$ cat src/rtl/shift_reg_n.sv
// Multi-mode shift/rotate register with a small IDLE/RUN sequencer.
// One accepted start runs max(amt,1) steps of mode M, then pulses done.
//
// Ports:
//   clk   rising-edge clock
//   rst   synchronous active-high reset
//   start request one operation (looked at only in IDLE)
//   M     operation select, captured on the accepting edge
//   amt   step count, captured on the accepting edge (0 acts as 1)
//   D     parallel load data, used on the accepting edge only
//   SI    serial input, sampled on every step edge
//   Q     register contents
//   SO_L  Q[WIDTH-1]
//   SO_R  Q[0]
//   busy  high while a multi-step operation is still running
//   done  one-cycle pulse after the last step
module shift_reg_n #(
    parameter int WIDTH = 8,
    parameter int AMT_W = $clog2(WIDTH) + 1
) (
    input  logic             clk,
    input  logic             rst,
    input  logic             start,
    input  logic [2:0]       M,
    input  logic [AMT_W-1:0] amt,
    input  logic [WIDTH-1:0] D,
    input  logic             SI,
    output logic [WIDTH-1:0] Q,
    output logic             SO_L,
    output logic             SO_R,
    output logic             busy,
    output logic             done
);

    typedef enum logic {
        IDLE = 1'b0,
        RUN  = 1'b1
    } state_t;

    localparam logic [AMT_W-1:0] AMT_ZERO = '0;
    localparam logic [AMT_W-1:0] AMT_ONE  = AMT_W'(1);

    state_t           state;
    state_t           state_n;
    logic [WIDTH-1:0] q;
    logic [WIDTH-1:0] q_n;
    logic [2:0]       m_r;
    logic [2:0]       m_n;
    logic [AMT_W-1:0] rem;
    logic [AMT_W-1:0] rem_n;
    logic             done_r;
    logic             done_n;
    logic             single;

    function automatic logic [WIDTH-1:0] step_fn(
        input logic [2:0]       mode,
        input logic [WIDTH-1:0] cur,
        input logic [WIDTH-1:0] din,
        input logic             si
    );
        logic [WIDTH-1:0] r;
        r = cur;
        unique case (mode)
            3'b000: r = cur;
            3'b001: r = din;
            3'b010: r = {cur[WIDTH-2:0], cur[WIDTH-1]};
            3'b011: r = {si, cur[WIDTH-1:1]};
            3'b100: r = {cur[WIDTH-2:0], si};
            3'b101: r = {cur[0], cur[WIDTH-1:1]};
            3'b110: r = {cur[WIDTH-1], cur[WIDTH-1:1]};
            3'b111: r = '0;
            default: r = cur;
        endcase
        return r;
    endfunction

    // hold, load and clear never repeat, whatever amt says
    assign single = (M == 3'b000) || (M == 3'b001) || (M == 3'b111);

    always_comb begin
        state_n = state;
        q_n     = q;
        m_n     = m_r;
        rem_n   = rem;
        done_n  = 1'b0;
        unique case (state)
            IDLE: begin
                if (start) begin
                    q_n = step_fn(M, q, D, SI);
                    m_n = M;
                    if (single || amt == AMT_ZERO) begin
                        rem_n = AMT_ZERO;
                    end else begin
                        rem_n = amt - AMT_ONE;
                    end
                    if (rem_n != AMT_ZERO) begin
                        state_n = RUN;
                    end else begin
                        done_n = 1'b1;
                    end
                end
            end
            RUN: begin
                q_n   = step_fn(m_r, q, D, SI);
                rem_n = rem - AMT_ONE;
                if (rem == AMT_ONE) begin
                    state_n = IDLE;
                    done_n  = 1'b1;
                end
            end
            default: state_n = IDLE;
        endcase
    end

    always_ff @(posedge clk) begin
        if (rst) begin
            state  <= IDLE;
            q      <= '0;
            m_r    <= 3'b000;
            rem    <= AMT_ZERO;
            done_r <= 1'b0;
        end else begin
            state  <= state_n;
            q      <= q_n;
            m_r    <= m_n;
            rem    <= rem_n;
            done_r <= done_n;
        end
    end

    assign Q    = q;
    assign SO_L = q[WIDTH-1];
    assign SO_R = q[0];
    assign busy = (state == RUN);
    assign done = done_r;

endmodule

$ cat config.mk
export PLATFORM = sky130hd
export DESIGN_NAME = shift_reg_n
export DESIGN_NICKNAME = d
export VERILOG_FILES = /design/src/rtl/shift_reg_n.sv
export SDC_FILE = /design/constraint.sdc
export NUM_CORES = 1
export LEC_CHECK = 0
export ABC_CLOCK_PERIOD_IN_PS = 1910
export BUFFER_PORTS_ARGS = -buffer_cell sky130_fd_sc_hd__buf_2
export CAP_MARGIN = 5
export CELL_PAD_IN_SITES_DETAIL_PLACEMENT = 1
export CELL_PAD_IN_SITES_GLOBAL_PLACEMENT = 1
export CORE_UTILIZATION = 39
export DETAILED_ROUTE_END_ITERATION = 8
export PLACE_DENSITY = 0.87
export SYNTH_ARGS = -nofsm -noshare
export SYNTH_HDL_FRONTEND = slang
export SYNTH_SLANG_ARGS = --single-unit
$ cat constraint.sdc
create_clock -name clk -period 1.91 [get_ports clk]
set_clock_uncertainty 0.05 [all_clocks]
set_input_delay 0.191 -clock clk [delete_from_list [all_inputs] [get_ports clk]]
set_output_delay 0.191 -clock clk [all_outputs]
set_load 0.1 [all_outputs]
Yosys cells after proc, flatten, opt, wreduce, memory -nomap -nowiden. Cells that the tools add are included.

Output and inout bits: 12. Bits in registers: 17. Word-level logic and storage cells: 56. Input bits: 19.

Reductions and logical operators: 10. Bitwise logic cells: 1. Eq/ne operators: 20. Mux-type cells: 17. Add/sub/neg operators: 2.

Operator list (number): 8-bit case mux with 7 select lines (2); 3-bit equality test (second input constant) (8); 4-bit 2-to-1 mux (4); 8-bit case mux with 2 select lines (1); 3-bit by 2-bit equality test with 1-bit output (second input constant) (4); 2-bit != test (second input constant) (5); 8-bit 2-to-1 mux (1); 4-bit case mux with 2 select lines (1); 4-bit by 1-bit subtractor with 4-bit output (second input constant) (2); 3-bit by 1-bit equality test with 1-bit output (second input constant) (2); 3-bit zero test (2); 1-bit 2-to-1 mux (6); 5-bit AND reduction (1); 4-bit by 1-bit equality test with 1-bit output (second input constant) (1); 4-bit zero test (1); 1-bit case mux with 2 select lines (2); 4-bit nonzero test (1); 1-bit logical OR (3); 3-bit AND reduction (1); 2-bit AND reduction (1); 1-bit inverter (1).

Logic depth before layout (Yosys ltp).
Depth in word-level cells: 11. Gate-level depth with buffers: 7. Depth with buffers taken out: 7.

Worst setup path before layout. OpenSTA, ideal clock, no wires.

Path kind: register to register. Start point: register state, in the netlist busy. End point: register rem[2]. Clock period less this slack: 2126 ps. Required time: 1732 ps. Setup slack: -216 ps. Setup time: 128 ps. Arrival time: 1949 ps. Cell stages (with the launch flop): 8. Buffers on the path: 2. Cells stage by stage: dfxtp_1 > buf_2 > buf_1 > nand2_1 > nand3_1 > o21ai_0 > a31oi_1 > nor2_1.

Word-level cells in the longest chain between the ends: 2. Elaborated cells on any way between the ends: 3. Those cells by class: eq/ne (1); mux (1); bitwise (1).

RTL lines: start, declared (RTL line 43) `state_t state;`; start signal, assigned (RTL line 123) `state <= state_n;`; 1-bit inverter; 4-bit case mux with 2 select lines or 2-bit != test (tied branches); end signal, assigned (RTL line 126) `rem <= rem_n;`; end, declared (RTL line 49) `logic [AMT_W-1:0] rem;`.

Several ways; a longest one is shown, not always the timed one. A chain may end at the register's enable or synchronous reset.

Final worst setup path.
Start point: register m_r[1]. End point: register q[0], in the netlist Q[0].

Word-level cells in the longest chain between the ends: 3. Elaborated cells on any way between the ends: 12. Those cells by class: eq/ne (8); mux (2); reduce/logical (2).

RTL lines: start, declared (RTL line 47) `logic [2:0] m_r;`; start signal, assigned (RTL line 125) `m_r <= m_n;`; 3-bit equality test (tied with other cells) (RTL line 63) `unique case (mode)`; 8-bit case mux with 7 select lines or 2-bit != test (tied branches); 8-bit case mux with 2 select lines or 3-bit AND reduction (tied branches); end signal, assigned (RTL line 124) `q <= q_n;`; end, declared (RTL line 45) `logic [WIDTH-1:0] q;`.

Several ways; a longest one is shown, not always the timed one.

==> reports/results.ini <==
[yosys]
synth_enable_flop_cells = 0
netlist_cell_types = 45
synthDominantCellAreaShare_pct = 23.3
ys_seq_elements = 17
ys_async_sr_fraction_pct = 0
netlist_area_mm2 = 0.00146
mapped_nets = 212
synth_top_cell_by_area = sky130_fd_sc_hd__dfxtp_1
dominantRegCellSynth = sky130_fd_sc_hd__dfxtp_1
netlist_top_cells_area = sky130_fd_sc_hd__dfxtp_1, sky130_fd_sc_hd__a21oi_1, sky130_fd_sc_hd__mux2i_1
yosys.cell_count.top_type = sky130_fd_sc_hd__a21oi_1
synth-warning-count = 0
netlist_top_cells_count = sky130_fd_sc_hd__a21oi_1, sky130_fd_sc_hd__nand2_1, sky130_fd_sc_hd__dfxtp_1
postSynthAreaPerCell_um2 = 7.68
netlist_instances = 190
sequential_area_share_after_synthesis_pct = 23.3

[cts]
clkSlewWorstSetupHoldPaths_ns = 0.07
clock_tree_from_tritoncts = done
ctsLongestPathBuffers = 2
cts_resized = 0
clkSinkCount = 17
htree_num_levels = 1
clock_insertion_delay_worst_skew_ns = 0.26
clk_root_buffer_cell = sky130_fd_sc_hd__clkbuf_8
cts_setup_buffers = 0
numCtsBuffers = 3
cts-hold-fix-buffers = 0

[floorplan]
i_o_pin_total = 31
num_rows = 21
floorplan.initialDensity_pct = 42.1
chipWidth_um = 63.2
placeableCoreArea_mm2 = 0.00347
die_h_um = 63.2
dieArea_mm2 = 0.00399

[placement]
gpl.final_weighted_congestion = 0.855
dpl.cell_count = 259
port_buffers = 30
post-dp-hpwl_um = 3340

[route]
wl_per_cell_um = 17.3
routed-via-count = 1547
via_density_per_instance = 5.88
drt_wl_total_um = 4550
remaining_drc_errors = 0
postRouteAntennaNets = 0
drt_first_pass_iters = 4
dr.first_iter.drc_count = 98

[run]
drv_cap = 0

[cells_and_area]
multi_input_area_um2 = 991
nFillCells = 456
layout.nets = 240
fraction_of_final_layout_cells_sized_beyond_drive_strength_1_pct = 25.8
finalNonFillerCells = 263
syn_to_layout_area_delta_pct = 14.7
num_antenna_cells = 0
ff_latch_area_um2 = 343

[global_route]
first_global_vias = 1562
globalRouteOverflowTotal = 0
grt_antenna_before_repair = 0
pin_count_of_the_biggest_net_entering_global_routing = 23
gr-usage-all-layers_pct = 24.8
grt_pass1_wl_um = 7780

[pwr]
power_leakage_nw = 0.673
power_density_mw_per_mm2 = 767
ir_drop_mv = 0.294

[sta]
final_max_slew_viol_count = 0
clock.fmax_mhz = 593
worstMarginPinSlew_ns = 0.495
max_slew_margin_pct = 67.0
finalHoldViolations = 0
rsz0062_at_grt = no
fin_tns_setup_ns = 0
setup_violations = 0
final_period_minus_worst_setup_slack_ns = 1.69
timing.final.crit_share_pct = 88.3

[setup_path]
worst_setup_path_start_kind = register
worst-endpoint-arrival_ns = 1.79
endpoint_kind = register
crit_type = reg2reg
crit_fanout = 8
timing.critical_path.required_ns = 2.02

[status]
outcome = completed

[hold_path]
min-delay-path-class = in2reg

## final cells by class
cell class | instances | share of cell area (%)
multi-input cells | 150 | 59.2
flip-flops and latches | 17 | 20.5
repair buffers | 37 | 12.1
well taps | 46 | 3.44
clock buffers | 4 | 2.69
inverters | 9 | 2.02
## worst paths after layout
| path | endpoint | slack, ns | startpoint | cells after the start |
|---|---|---|---|---|
| setup / recovery | Q[0] | 0.22 | m_r[1] | 5 |
| hold / removal | rem[0] | 0.22 | amt[0] | 4 |
| setup reg to reg | Q[0] | 0.22 | m_r[1] | 5 |
| hold reg to reg | rem[1] | 0.52 | busy | 1 |
## logic make-up after synthesis
logic type / share of synthesized area, %
and+or+nand+nor: 23.0
buffers and inverters: 8.75
AOI/OAI and AO/OA: 29.4
DFF: 23.3
muxes: 8.92
xor gates and xnor gates: 4.03
adders and majority gates: 2.57
## metal layers
layer | vias to the layer above | global-route usage, % | wire length, µm
li1 | 747 | - | -
met1 | 750 | 33.5 | 2140
met2 | 43 | 39.7 | 2120
met3 | 7 | 3.44 | 225
met4 | 0 | 9.30 | 59
met5 | - | 0 | 0
## cells in the final DEF (no fill, tap or decap), types with 4 or more instances in the layout
| cell type | Yosys | layout |
|---|---|---|
| sky130_fd_sc_hd__nand2_1 | 19 | 19 |
| sky130_fd_sc_hd__a21oi_1 | 29 | 29 |
| sky130_fd_sc_hd__nor3_1 | 4 | 4 |
| sky130_fd_sc_hd__nand2b_1 | 8 | 8 |
| sky130_fd_sc_hd__o32ai_1 | 6 | 6 |
| sky130_fd_sc_hd__nand3_1 | 6 | 6 |
| sky130_fd_sc_hd__nor2_1 | 10 | 10 |
| sky130_fd_sc_hd__a31oi_1 | 4 | 4 |
| sky130_fd_sc_hd__buf_2 | 2 | 30 |
| sky130_fd_sc_hd__mux2i_1 | 13 | 13 |
| sky130_fd_sc_hd__inv_1 | 7 | 7 |
| sky130_fd_sc_hd__o211ai_1 | 6 | 6 |
| sky130_fd_sc_hd__o21ai_0 | 10 | 10 |
| sky130_fd_sc_hd__buf_4 | 6 | 7 |
| sky130_fd_sc_hd__dfxtp_1 | 17 | 15 |
## per-stage QoR
| stage | cell area (µm²) | worst slack (ns) | total power, mW | util [%] | hold WS [ns] |
|---|---|---|---|---|---|
| 3_3_place_gp | 1630 | 0.230 | 0.989 | 46.9 | 0.491 |
| 2_1_floorplan | 1460 | 0.0686 | 0.881 | - | 0.210 |
| 3_5_place_dp | 1630 | 0.218 | 1.00 | 46.9 | 0.493 |
| 5_1_grt | 1670 | 0.109 | 1.35 | 48.2 | 0.224 |
| 4_1_cts | 1670 | 0.237 | 1.28 | 48.2 | 0.223 |
| 6_report | 1670 | 0.223 | 1.28 | 48.2 | 0.221 |
## registers in the layout (all words and copies together) (netlist names)
name / count
Q: 8
busy: 1
done: 1
m_r: 3
rem: 4
## report_power, final
group	internal (mW)	leakage, nW	total, mW	switching (mW)
combinational	0.159	0.510	0.546	0.387
clock	0.149	0.0228	0.282	0.134
sequential	0.389	0.140	0.455	0.0653
## critical path, cell delays in order (launching register included)
cell and delay [ns]:
sky130_fd_sc_hd__dfxtp_1 0.57, sky130_fd_sc_hd__xnor2_2 0.24, sky130_fd_sc_hd__nor2b_1 0.18, sky130_fd_sc_hd__o21ai_1 0.07
sky130_fd_sc_hd__and4b_1 0.20, sky130_fd_sc_hd__a2111oi_2 0.28
(Power assumes the default switching activity.)
